[src/rtl/fb_scanout_reader_pkg.sv]
// Shared graphics definitions: video timing widths, memory latency, swap FSM states.
package fb_scanout_reader_pkg;

  localparam int unsigned HCOUNT_W    = 11;
  localparam int unsigned VCOUNT_W    = 10;
  localparam int unsigned RD_LATENCY  = 2;
  localparam int unsigned DEPTH_PIX_W = 8;
  // Address register + memory read + pixel register.
  localparam int unsigned PIPE_DEPTH  = RD_LATENCY + 2;

  typedef enum logic [1:0] {
    ST_IDLE    = 2'd0,
    ST_PENDING = 2'd1,
    ST_SWAP    = 2'd2
  } swap_state_t;

endpackage

[src/rtl/fb_scanout_reader_pipe_delay.sv]
// Fixed-depth shift register used to align flags and syncs with read data.
module pipe_delay #(
  parameter int unsigned WIDTH = 1,
  parameter int unsigned DEPTH = 1
) (
  input  logic             clk,
  input  logic             rst,
  input  logic [WIDTH-1:0] d,
  output logic [WIDTH-1:0] q
);

  logic [WIDTH-1:0] stage [DEPTH];

  // Shift one stage per clock; reset flushes every stage.
  always_ff @(posedge clk) begin
    if (rst) begin
      for (int unsigned i = 0; i < DEPTH; i++) stage[i] <= '0;
    end else begin
      stage[0] <= d;
      for (int unsigned i = 1; i < DEPTH; i++) stage[i] <= stage[i-1];
    end
  end

  assign q = stage[DEPTH-1];

endmodule

[src/rtl/fb_scanout_reader.sv]
// Double-buffered framebuffer scanout: address generation, read pipeline,
// pixel select and vsync-aligned buffer swap.
module fb_scanout_reader
  import fb_scanout_reader_pkg::*;
#(
  parameter int unsigned FB_ADDR_WIDTH   = 17,
  parameter int unsigned FB_BIT_WIDTH    = 8,
  parameter int unsigned DEPTH_BIT_WIDTH = 16,
  parameter int unsigned FB_W            = 320,
  parameter int unsigned FB_H            = 180,
  parameter int unsigned SCALE_SHIFT     = 2
) (
  input  logic                       clk_in,
  input  logic                       rst_in,
  input  logic [HCOUNT_W-1:0]        hcount_in,
  input  logic [VCOUNT_W-1:0]        vcount_in,
  input  logic                       hsync_in,
  input  logic                       vsync_in,
  input  logic                       active_in,
  input  logic                       swap_req_in,
  input  logic                       depth_view_in,
  input  logic [FB_BIT_WIDTH-1:0]    fb0_data_in,
  input  logic [FB_BIT_WIDTH-1:0]    fb1_data_in,
  input  logic [DEPTH_BIT_WIDTH-1:0] dp_data_in,
  output logic [FB_ADDR_WIDTH-1:0]   rd_addr_out,
  output logic                       rd_en_out,
  output logic                       front_out,
  output logic                       swap_ack_out,
  output logic [FB_BIT_WIDTH-1:0]    pixel_out,
  output logic                       hsync_out,
  output logic                       vsync_out,
  output logic                       active_out
);

  localparam logic [HCOUNT_W-1:0] FB_W_X = HCOUNT_W'(FB_W);
  localparam logic [VCOUNT_W-1:0] FB_H_Y = VCOUNT_W'(FB_H);

  logic [HCOUNT_W-1:0]      buf_x;
  logic [VCOUNT_W-1:0]      buf_y;
  logic                     in_range;
  logic [FB_ADDR_WIDTH-1:0] addr_next;

  // Downscale screen coordinates and form the linear buffer address.
  always_comb begin
    buf_x     = hcount_in >> SCALE_SHIFT;
    buf_y     = vcount_in >> SCALE_SHIFT;
    in_range  = (buf_x < FB_W_X) && (buf_y < FB_H_Y);
    addr_next = '0;
    if (in_range) begin
      addr_next = FB_ADDR_WIDTH'(buf_y) * FB_ADDR_WIDTH'(FB_W) + FB_ADDR_WIDTH'(buf_x);
    end
  end

  // Issue the shared read to both colour buffers and the depth buffer.
  always_ff @(posedge clk_in) begin
    if (rst_in) begin
      rd_addr_out <= '0;
      rd_en_out   <= 1'b0;
    end else begin
      rd_addr_out <= addr_next;
      rd_en_out   <= active_in && in_range;
    end
  end

  // Selection flags travel with the address so each pixel uses the buffer it was read from.
  logic px_active, px_in_range, px_depth, px_front;

  pipe_delay #(.WIDTH(4), .DEPTH(RD_LATENCY + 1)) u_flag_pipe (
    .clk (clk_in),
    .rst (rst_in),
    .d   ({active_in, in_range, depth_view_in, front_out}),
    .q   ({px_active, px_in_range, px_depth, px_front})
  );

  pipe_delay #(.WIDTH(3), .DEPTH(PIPE_DEPTH)) u_sync_pipe (
    .clk (clk_in),
    .rst (rst_in),
    .d   ({hsync_in, vsync_in, active_in}),
    .q   ({hsync_out, vsync_out, active_out})
  );

  logic [DEPTH_PIX_W-1:0]  depth_pix;
  logic [FB_BIT_WIDTH-1:0] pixel_next;

  // Near depth shows bright: invert the depth MSBs.
  always_comb begin
    depth_pix  = ~dp_data_in[DEPTH_BIT_WIDTH-1 -: DEPTH_PIX_W];
    pixel_next = '0;
    if (px_active && px_in_range) begin
      if (px_depth)      pixel_next = FB_BIT_WIDTH'(depth_pix);
      else if (px_front) pixel_next = fb1_data_in;
      else               pixel_next = fb0_data_in;
    end
  end

  // Register the final pixel once read data has returned.
  always_ff @(posedge clk_in) begin
    if (rst_in) pixel_out <= '0;
    else        pixel_out <= pixel_next;
  end

  swap_state_t state, state_next;
  logic        vsync_prev;
  logic        vsync_rise;
  logic        front_next;
  logic        ack_next;

  // Swap FSM state and registered outputs.
  always_ff @(posedge clk_in) begin
    if (rst_in) begin
      state        <= ST_IDLE;
      vsync_prev   <= 1'b0;
      front_out    <= 1'b0;
      swap_ack_out <= 1'b0;
    end else begin
      state        <= state_next;
      vsync_prev   <= vsync_in;
      front_out    <= front_next;
      swap_ack_out <= ack_next;
    end
  end

  // Requests wait for a vsync edge seen while pending; extra requests are dropped.
  always_comb begin
    state_next = state;
    front_next = front_out;
    ack_next   = 1'b0;
    vsync_rise = vsync_in && !vsync_prev;
    unique case (state)
      ST_IDLE:    if (swap_req_in) state_next = ST_PENDING;
      ST_PENDING: if (vsync_rise)  state_next = ST_SWAP;
      ST_SWAP: begin
        front_next = ~front_out;
        ack_next   = 1'b1;
        state_next = ST_IDLE;
      end
      default:    state_next = ST_IDLE;
    endcase
  end

endmodule

[config.mk]
export PLATFORM = sky130hd
export DESIGN_NAME = fb_scanout_reader
export DESIGN_NICKNAME = d
export VERILOG_FILES = /design/src/rtl/fb_scanout_reader_pkg.sv /design/src/rtl/fb_scanout_reader_pipe_delay.sv /design/src/rtl/fb_scanout_reader.sv
export SDC_FILE = /design/constraint.sdc
export NUM_CORES = 1
export LEC_CHECK = 0
export CORE_MARGIN = 8
export CORE_UTILIZATION = 42
export DETAILED_ROUTE_END_ITERATION = 8
export PLACE_DENSITY_LB_ADDON = 0.12
export RECOVER_POWER = 50
export SETUP_SLACK_MARGIN = 0.15
export SLEW_MARGIN = 20
export SYNTH_ARGS = -nofsm -noshare
export SYNTH_HDL_FRONTEND = slang
export SYNTH_SLANG_ARGS = --single-unit
[constraint.sdc]
create_clock -name clk_in -period 3.4 [get_ports clk_in]
set_clock_uncertainty 0.1 [all_clocks]
set_input_delay 0.68 -clock clk_in [delete_from_list [all_inputs] [get_ports clk_in]]
set_output_delay 0.68 -clock clk_in [all_outputs]
set_load 0.03 [all_outputs]
==> results of run 1 <==
==> synthesized netlist by cell type, drive strengths merged <==
cell      n  share of area, %
dfxtp    51                48
nor2b    32               9.5
a211oi   17               6.0
ha       15               8.9
nor2     11               2.0
and2      8               2.4
a21oi     6               1.4
inv       6               1.1
o21ai     5               1.2
clkbuf    4              0.71
nor3      4               1.2
xor2      4               1.7
nand2     3              0.65
xnor2     3               1.2
a211o     2              0.83
a21o      2              0.71
and3      2              0.59
buf       2              0.41
fa        2               1.9
nand2b    2              0.59
nand3     2              0.47
nand3b    2              0.71
o2111ai   2              0.83
o211ai    2              0.71
a21boi    1              0.35
a311o     1              0.47
and3b     1              0.41
and4bb    1              0.59
mux2i     1              0.47
nand4b    1              0.41
nor4      1               1.0
o211a     1              0.47
o22a      1              0.41
o311a     1              0.47
o31ai     1              0.35
or3       1              0.30
or4b      1              0.47
==> worst max-delay path by stage <==
stage	start	to	slack, ns	cells past startpoint
after floorplan	vcount_in[3]	rd_addr_out[15]$_SDFF_PP0_	0.55	8
final	vcount_in[3]	rd_addr_out[15]$_SDFF_PP0_	0.30	10
after detailed placement	vcount_in[3]	rd_addr_out[15]$_SDFF_PP0_	-0.009	10
after global placement	vcount_in[3]	rd_addr_out[15]$_SDFF_PP0_	-0.008	10
after CTS	vcount_in[3]	rd_addr_out[15]$_SDFF_PP0_	0.30	10
after global routing	vcount_in[3]	rd_addr_out[15]$_SDFF_PP0_	0.15	10
==> timing repair <==
action	CTS	global route
endpoints found under the setup margin	0	1
resized for setup	0	1
hold buffers	0	0
==> flip-flops by register name (all words and copies together) (netlist names) <==
signal,flops
pixel_out,8
u_flag_pipe.stage,9
rd_en_out,1
front_out,1
u_sync_pipe.stage,12
state,2
swap_ack_out,1
rd_addr_out,17
==> placed cells by master, fill, tap and decap left out, types with 3 or more instances in the layout <==
master and instances:
sky130_fd_sc_hd__nor3_1 3, sky130_fd_sc_hd__nor2_1 11, sky130_fd_sc_hd__o21ai_0 3, sky130_fd_sc_hd__dlygate4sd3_1 9, sky130_fd_sc_hd__a21oi_1 6, sky130_fd_sc_hd__a211oi_1 17, sky130_fd_sc_hd__clkdlybuf4s50_1 69, sky130_fd_sc_hd__xor2_1 3
sky130_fd_sc_hd__ha_1 15, sky130_fd_sc_hd__nor2b_1 32, sky130_fd_sc_hd__and2_1 8, sky130_fd_sc_hd__inv_1 6, sky130_fd_sc_hd__buf_4 8, sky130_fd_sc_hd__dfxtp_1 51, sky130_fd_sc_hd__xnor2_1 3, sky130_fd_sc_hd__clkbuf_8 6
==> kinds of logic after synthesis <==
family	Yosys count	share of synthesized area, %
mux	1	0.473
xor+xnor	7	2.90
simple gates	72	21.2
buf+inv	12	2.19
flops	51	48.3
fa+ha+maj	17	10.8
compound gates	42	14.3
==> layout make-up <==
| class | count | area, µm² | area share [%] |
|---|---|---|---|
| clock buffer | 6 | 82.6 | 2.62 |
| clock inverter | 2 | 38.8 | 1.23 |
| inverter | 6 | 22.5 | 0.714 |
| multi-input combinational | 139 | 1060 | 33.5 |
| sequential | 51 | 1020 | 32.4 |
| tap | 70 | 87.6 | 2.78 |
| timing repair buffer | 87 | 845 | 26.8 |
==> layer usage <==
metal | routed length [µm] | track usage, % | vias up
met3 | 410 | 4.15 | 4
met1 | 2340 | 16.0 | 768
met4 | 38 | 3.76 | 0
li1 | - | - | 886
met5 | 0 | 0 | -
met2 | 2040 | 19.4 | 56
==> through the flow <==
step           hold slack (ns)  area (µm²)
6_report                 0.337        3150
5_1_grt                  0.359        3150
2_1_floorplan            0.314        2120
3_3_place_gp             0.318        3030
3_5_place_dp             0.320        3030
4_1_cts                  0.341        3150
==> power by group through the flow <==
stage | Sequential, mW | Combinational, mW | Clock, mW
after floorplan | 0.674 | 0.138 | 0
after global placement | 0.643 | 0.296 | 0
after detailed placement | 0.644 | 0.301 | 0
after CTS | 0.630 | 0.303 | 0.454
after global routing | 0.632 | 0.330 | 0.476
final | 0.629 | 0.301 | 0.437
==> impl_results.md, run 1 <==
- Result of the run: finished, final reports clean
- Dpl hpwl: roughly 3800 µm
- Worst vdd ir: ~0.26 mV
- Post-placement cell count: 353
- H-tree depth reported by CTS: 2
- Post-route DRC: 0
- Unrepaired setup endpoints after global routing: no
- CORE AREA: 0.00498 mm²
- Fraction of final layout cells sized beyond drive strength 1: around 7%
- HP Start: u_sync_pipe.stage[2][2]$_SDFF_PP0_
- Leakage power total: 1.28 nW
- Worst Reg-to-Reg Cells: 3
- Clock Sink Count: around 50
- Worst path setup slack after routing: roughly 0.3 ns
- Register-to-register path setup slack: roughly 2.1 ns
- Kind of path behind the tightest hold check: flip-flop to flip-flop
- Synthesized Nets: between 200 and 300
- Detailed Route Iter0 Violations: 39
- Total wirelength of the detailed-routed design: ~4800 µm
- Critical Path Sink Type: flip-flop
- Antenna violations before repair: 0
- WP data required: about 3.5 ns
- Worst hold path endpoint: u_sync_pipe.stage[3][2]$_SDFF_PP0_
- CP startpoint kind: input port
- Remaining global-route overflow: 0
- Fraction of power spent switching nets: 25.5%
- Count of boundary I/O pins: 91
- Number of vias in the routed layout: ~1,700
- Cell occurring most often along the worst timing path: sky130_fd_sc_hd__ha_1
- Data arrival time of the critical path: between 3 and 4 ns
- Slew @ Worst Pin: just under 1 ns
- Total power: roughly 1.4 mW
- Worst rel slew slack: 35.5%
- Max FO, Critical Path: 3
- Die boundary height: slightly below 90 µm
- Worst reg2reg path endpoint: pixel_out[2]$_SDFF_PP0_
- Worst-path clk slew: around 0.090 ns
- Net count, final: about 370
- Synth-to-layout area growth: 49.0%
- Critical setup path kind: input port to flip-flop
- Sequential cell fraction of total power: a little under half
- Hold violation count in the final report: 0
- Pwr/cell area: 434 mW/mm²
- First-pass iteration count of the detailed router: 4
- Period utilisation layout: roughly nine tenths
- Comb power frac: roughly 22%
- Routability-driven placement congestion ratio: 0.784
- Ant diodes: 0
- Average cell area after synthesis: about 10 µm²
- Via count of the first global-routing pass: between 1,500 and 2,000
- Endpoints failing setup: 0
- Sum Neg Setup Slack: 0 ns
- Maximum single-stage delay on the critical path: ~0.43 ns
- Initial Utilization: between 40% and 50%
- R2r startpoint: u_flag_pipe.stage[0][8]$_SDFF_PP0_
- Utilization after layout: 63.3%
- Total of warnings raised by yosys: 0
- Die Span X: between 80 and 90 µm
- DRT antenna net count: 0
- TritonCTS clock tree: yes
- Setup bufs post-CTS: 0
- Top cell family by delay on the critical path: adder cells
- Number of slew-limit violations in the final report: 0
- Wire length of the first global-routing pass: ~7500 µm
- Internal power of the cells: ~1.0 mW
- Vias/cell: about 4.7
- Buffers plus inverters on the worst setup path: 2
- Net switching power: roughly 0.35 mW
- Post-synth design cell area: approximately 0.0021 mm²
- Input/output buffers: between 70 and 80
- FF+latch count, synth: 51
- Final routed wire length divided by cell count: between 10 and 15 µm
- CTS max path bufs: 2
- Total CTS buffers: 5
- Number of standard cells after synthesis: just over 200
- Clock root buffer: sky130_fd_sc_hd__clkbuf_8
- Maximum number of pins on one net before global-route repair: 25
- Placement Rows: 26
- Die Outline Area: roughly 0.0076 mm²
- Instance count along the most critical hold path: 1
- Share of the yosys chip area belonging to registers: approximately half
- Synth cell types: around 40
- Worst-path cell chain: clkdlybuf4s50_1 -> ha_1 -> ha_1 -> fa_1 -> buf_4 -> xor2_1 -> nand2_2 -> nor4_4 -> and4bb_1 -> mux2i_1
- Overall track demand over capacity in global routing: between 10% and 20%
- Clock share of power: 32.0%
- Number of violations of the max-capacitance limit: 0
- Worst skew pair latency: roughly 0.29 ns
- Post-layout instance count excluding filler cells: ~360
- Number of filler instances in the final layout: 407
- Highest-delay cell along the critical path: sky130_fd_sc_hd__clkdlybuf4s50_1
- Final worst path period need: about 3.1 ns
- Pre-CTS worst setup slack: -0.00936 ns
- Achievable frequency: around 0.32 GHz
Note: power is estimated with default switching activity, not from simulation.
==> run 2: changes to the inputs <==
Settings changed: PLACE_DENSITY from default to 0.8, PLACE_DENSITY_LB_ADDON 0.12 to default.
==> impl_results.md, run 2 (synthesis gave the netlist of run 1 again) <==
- Overall track demand over capacity in global routing: 12.8% (+0.30 points)
- Routability-driven placement congestion ratio: 0.808 (+3.0%)
- Critical path origin: vcount_in[3]
- Worst reg2reg path endpoint: pixel_out[7]$_SDFF_PP0_
- R2r startpoint: u_flag_pipe.stage[0][8]$_SDFF_PP0_
- Critical setup path kind: input port to flip-flop
- Final worst path period need: 3.11 ns (+0.00848 ns)
- Setup bufs post-CTS: 0 (unchanged)
- Slew @ Worst Pin: 0.912 ns (-0.0558 ns)
- Die Span X: 87.0 µm (unchanged)
- Highest-delay cell along the critical path: sky130_fd_sc_hd__clkdlybuf4s50_1
- Data arrival time of the critical path: 3.23 ns (about the same)
- First-pass iteration count of the detailed router: 3 (-1)
- Kind of path behind the tightest hold check: flip-flop to flip-flop
- Total wirelength of the detailed-routed design: 4700 µm (-2.7%)
- Internal power of the cells: 0.944 mW (-7.4%)
- Fraction of power spent switching nets: 25.9% (+0.39 points)
- Register area: 0.00102 mm² (unchanged)
- Die Outline Area: 0.00756 mm² (unchanged)
- Synth-to-layout area growth: 47.7%
- WP data required: 3.52 ns (-0.02 ns)
- Post-cts hold buffer count: 0 (unchanged)
- Worst Reg-to-Reg Cells: 3 (unchanged)
- CP startpoint kind: input port
- Clock root buffer: sky130_fd_sc_hd__clkbuf_8
- Input/output buffers: 78 (unchanged)
- Initial Utilization: 42.5% (unchanged)
- Depth of the critical timing path with buffers and inverters included: 10 (unchanged)
- Worst path setup slack after routing: 0.291 ns (-0.00848 ns)
- Pwr/cell area: 408 mW/mm² (-6.0%)
- Leakage power total: 1.26 nW (-0.93%)
- Leading cell types in the layout, fill and taps excluded: sky130_fd_sc_hd__clkdlybuf4s50_1, sky130_fd_sc_hd__dfxtp_1, sky130_fd_sc_hd__nor2b_1, sky130_fd_sc_hd__a211oi_1, sky130_fd_sc_hd__ha_1
- Worst-path clk slew: 0.09 ns (about the same)
- Comb power frac: 23.5% (+1.5 points)
- Register-to-register path setup slack: 2.09 ns (about the same)
- Antenna violations before repair: 0 (unchanged)
- Final routed wire length divided by cell count: 13.0 µm (-2.7%)
- Critical Path Sink Type: flip-flop
- Net switching power: 0.329 mW (-5.4%)
- Clock share of power: 27.1% (-4.9 points)
- Fraction of final layout cells sized beyond drive strength 1: 6.53% (-0.34 points)
- Period utilisation layout: 91.5% (+0.25 points)
- Clock Sink Count: 51 (unchanged)
- Number of violations of the max-capacitance limit: 0 (unchanged)
- Maximum single-stage delay on the critical path: 0.43 ns (about the same)
- Buffers plus inverters on the worst setup path: 2 (unchanged)
- Total power: 1.27 mW (-6.9%)
- Dpl hpwl: 3840 µm (+1.3%)
- Register ranked first by flip-flop count: rd_addr_out
- Die boundary height: 87.0 µm (unchanged)
- Net count, final: 367 (unchanged)
- Total CTS buffers: 5 (unchanged)
- Total area of multi-input combinational cells: 0.00105 mm² (-0.24%)
- Remaining global-route overflow: 0 (unchanged)
- CORE AREA: 0.00498 mm² (unchanged)
- H-tree depth reported by CTS: 2 (unchanged)
- Commonest non-fill, non-tap cell in the layout: sky130_fd_sc_hd__clkdlybuf4s50_1
- Worst-path cell chain: clkdlybuf4s50_1 -> ha_1 -> ha_1 -> fa_1 -> buf_4 -> xor2_1 -> nand2_2 -> nor4_4 -> and4bb_1 -> mux2i_1
- Hold violation count in the final report: 0 (unchanged)
- Post-CTS Resized: 0 (unchanged)
- CTS max path bufs: 2 (unchanged)
- Worst vdd ir: 0.156 mV (-40%)
- Worst skew pair latency: 0.29 ns (about the same)
- Number of slew-limit violations in the final report: 0 (unchanged)
- Number of vias in the routed layout: 1,719 (+0.29%)
- DRT antenna net count: 0 (unchanged)
- Number of filler instances in the final layout: 416 (+2.2%)
- Top cell family by delay on the critical path: adder cells
- Max FO, Critical Path: 3 (unchanged)
- Post-route DRC: 0 (unchanged)
- Ant diodes: 0 (unchanged)
- Via count of the first global-routing pass: 1,693 (+5.2%)
- Detailed Route Iter0 Violations: 43 (+10%)
- TritonCTS clock tree: yes
- Capturing instance or port of the critical path: rd_addr_out[15]$_SDFF_PP0_
- Vias/cell: 4.76 (+0.29%)
- Achievable frequency: 0.322 GHz (-0.27%)
- Maximum number of pins on one net before global-route repair: 25 (unchanged)
- Placement Rows: 26 (unchanged)
- Wire length of the first global-routing pass: 7580 µm (+1.7%)
- Sequential cell fraction of total power: 49.5% (+3.5 points)
- Worst rel slew slack: 39.2% (+3.7 points)
- Sum Neg Setup Slack: 0 ns (unchanged)
- Unrepaired setup endpoints after global routing: no
- Largest register FFs: 17 (unchanged)
- Endpoints failing setup: 0 (unchanged)
- Registers with the most flip-flops: rd_addr_out x17, u_sync_pipe.stage x12, u_flag_pipe.stage x9
- Count of boundary I/O pins: 91 (unchanged)
- Cell occurring most often along the worst timing path: sky130_fd_sc_hd__ha_1
- Result of the run: finished, final reports clean
- Pre-CTS worst setup slack: -0.0619 ns (-0.0525 ns)
-- run 2: cell count changes in the layout (fill, tap and decap cells not counted) --
cell,delta
sky130_fd_sc_hd__clkinv_4,+1
sky130_fd_sc_hd__bufinv_16,-1
sky130_fd_sc_hd__inv_6,-1
sky130_fd_sc_hd__xor2_1,+1
sky130_fd_sc_hd__clkbuf_1,+1
sky130_fd_sc_hd__xor2_2,-1
sky130_fd_sc_hd__a211oi_1,-1
sky130_fd_sc_hd__a211oi_2,+1
-- run 2: final cells by class --
class / count / area share [%]
multi-input combinational: 139 / 33.7
sequential: 51 / 32.7
clock buffer: 7 / 2.76
timing repair buffer: 87 / 27.0
clock inverter: 1 / 0.280
tap: 70 / 2.80
inverter: 6 / 0.721
-- run 2: how the worst min path moves through the flow --
stage	from	endpoint	slack, ns	cells past startpoint
after floorplan	u_flag_pipe.stage[0][6]$_SDFF_PP0_	u_flag_pipe.stage[0][10]$_SDFF_PP0_	0.31	1
after global placement	u_sync_pipe.stage[1][0]$_SDFF_PP0_	u_sync_pipe.stage[2][0]$_SDFF_PP0_	0.32	1
after detailed placement	u_sync_pipe.stage[0][2]$_SDFF_PP0_	u_sync_pipe.stage[1][2]$_SDFF_PP0_	0.33	1
after CTS	u_sync_pipe.stage[0][2]$_SDFF_PP0_	u_sync_pipe.stage[1][2]$_SDFF_PP0_	0.34	1
after global routing	state[1]$_SDFFE_PP0P_	state[1]$_SDFFE_PP0P_	0.36	1
final	u_sync_pipe.stage[0][2]$_SDFF_PP0_	u_sync_pipe.stage[1][2]$_SDFF_PP0_	0.34	1
-- run 2: layer usage --
metal  GRT usage [%]  part of all wire (%)  vias to the layer above
met4            7.04                   1.8                        0
met5               0                     0                        -
met3            2.74                   6.3                        8
met1            13.8                    42                      780
met2            22.6                    50                       45
li1                -                     -                      886
-- run 2: stage by stage --
stage | utilization [%] | cell area, µm² | hold slack (ns) | cells
6_report | 62.8 | 3120 | 0.336 | 361
5_1_grt | 62.8 | 3120 | 0.355 | 361
4_1_cts | 62.7 | 3120 | 0.341 | 361
3_5_place_dp | 60.8 | 3030 | 0.325 | 353
3_3_place_gp | 60.8 | 3030 | 0.317 | 353
2_1_floorplan | - | 2120 | 0.314 | 202
-- run 2: power by group through the flow --
stage	combinational (mW)	sequential (mW)	clock, mW
floorplan	0.138	0.674	0
global placement	0.294	0.644	0
detailed placement	0.300	0.644	0
CTS	0.302	0.630	0.359
global route	0.327	0.633	0.381
finish	0.299	0.630	0.345
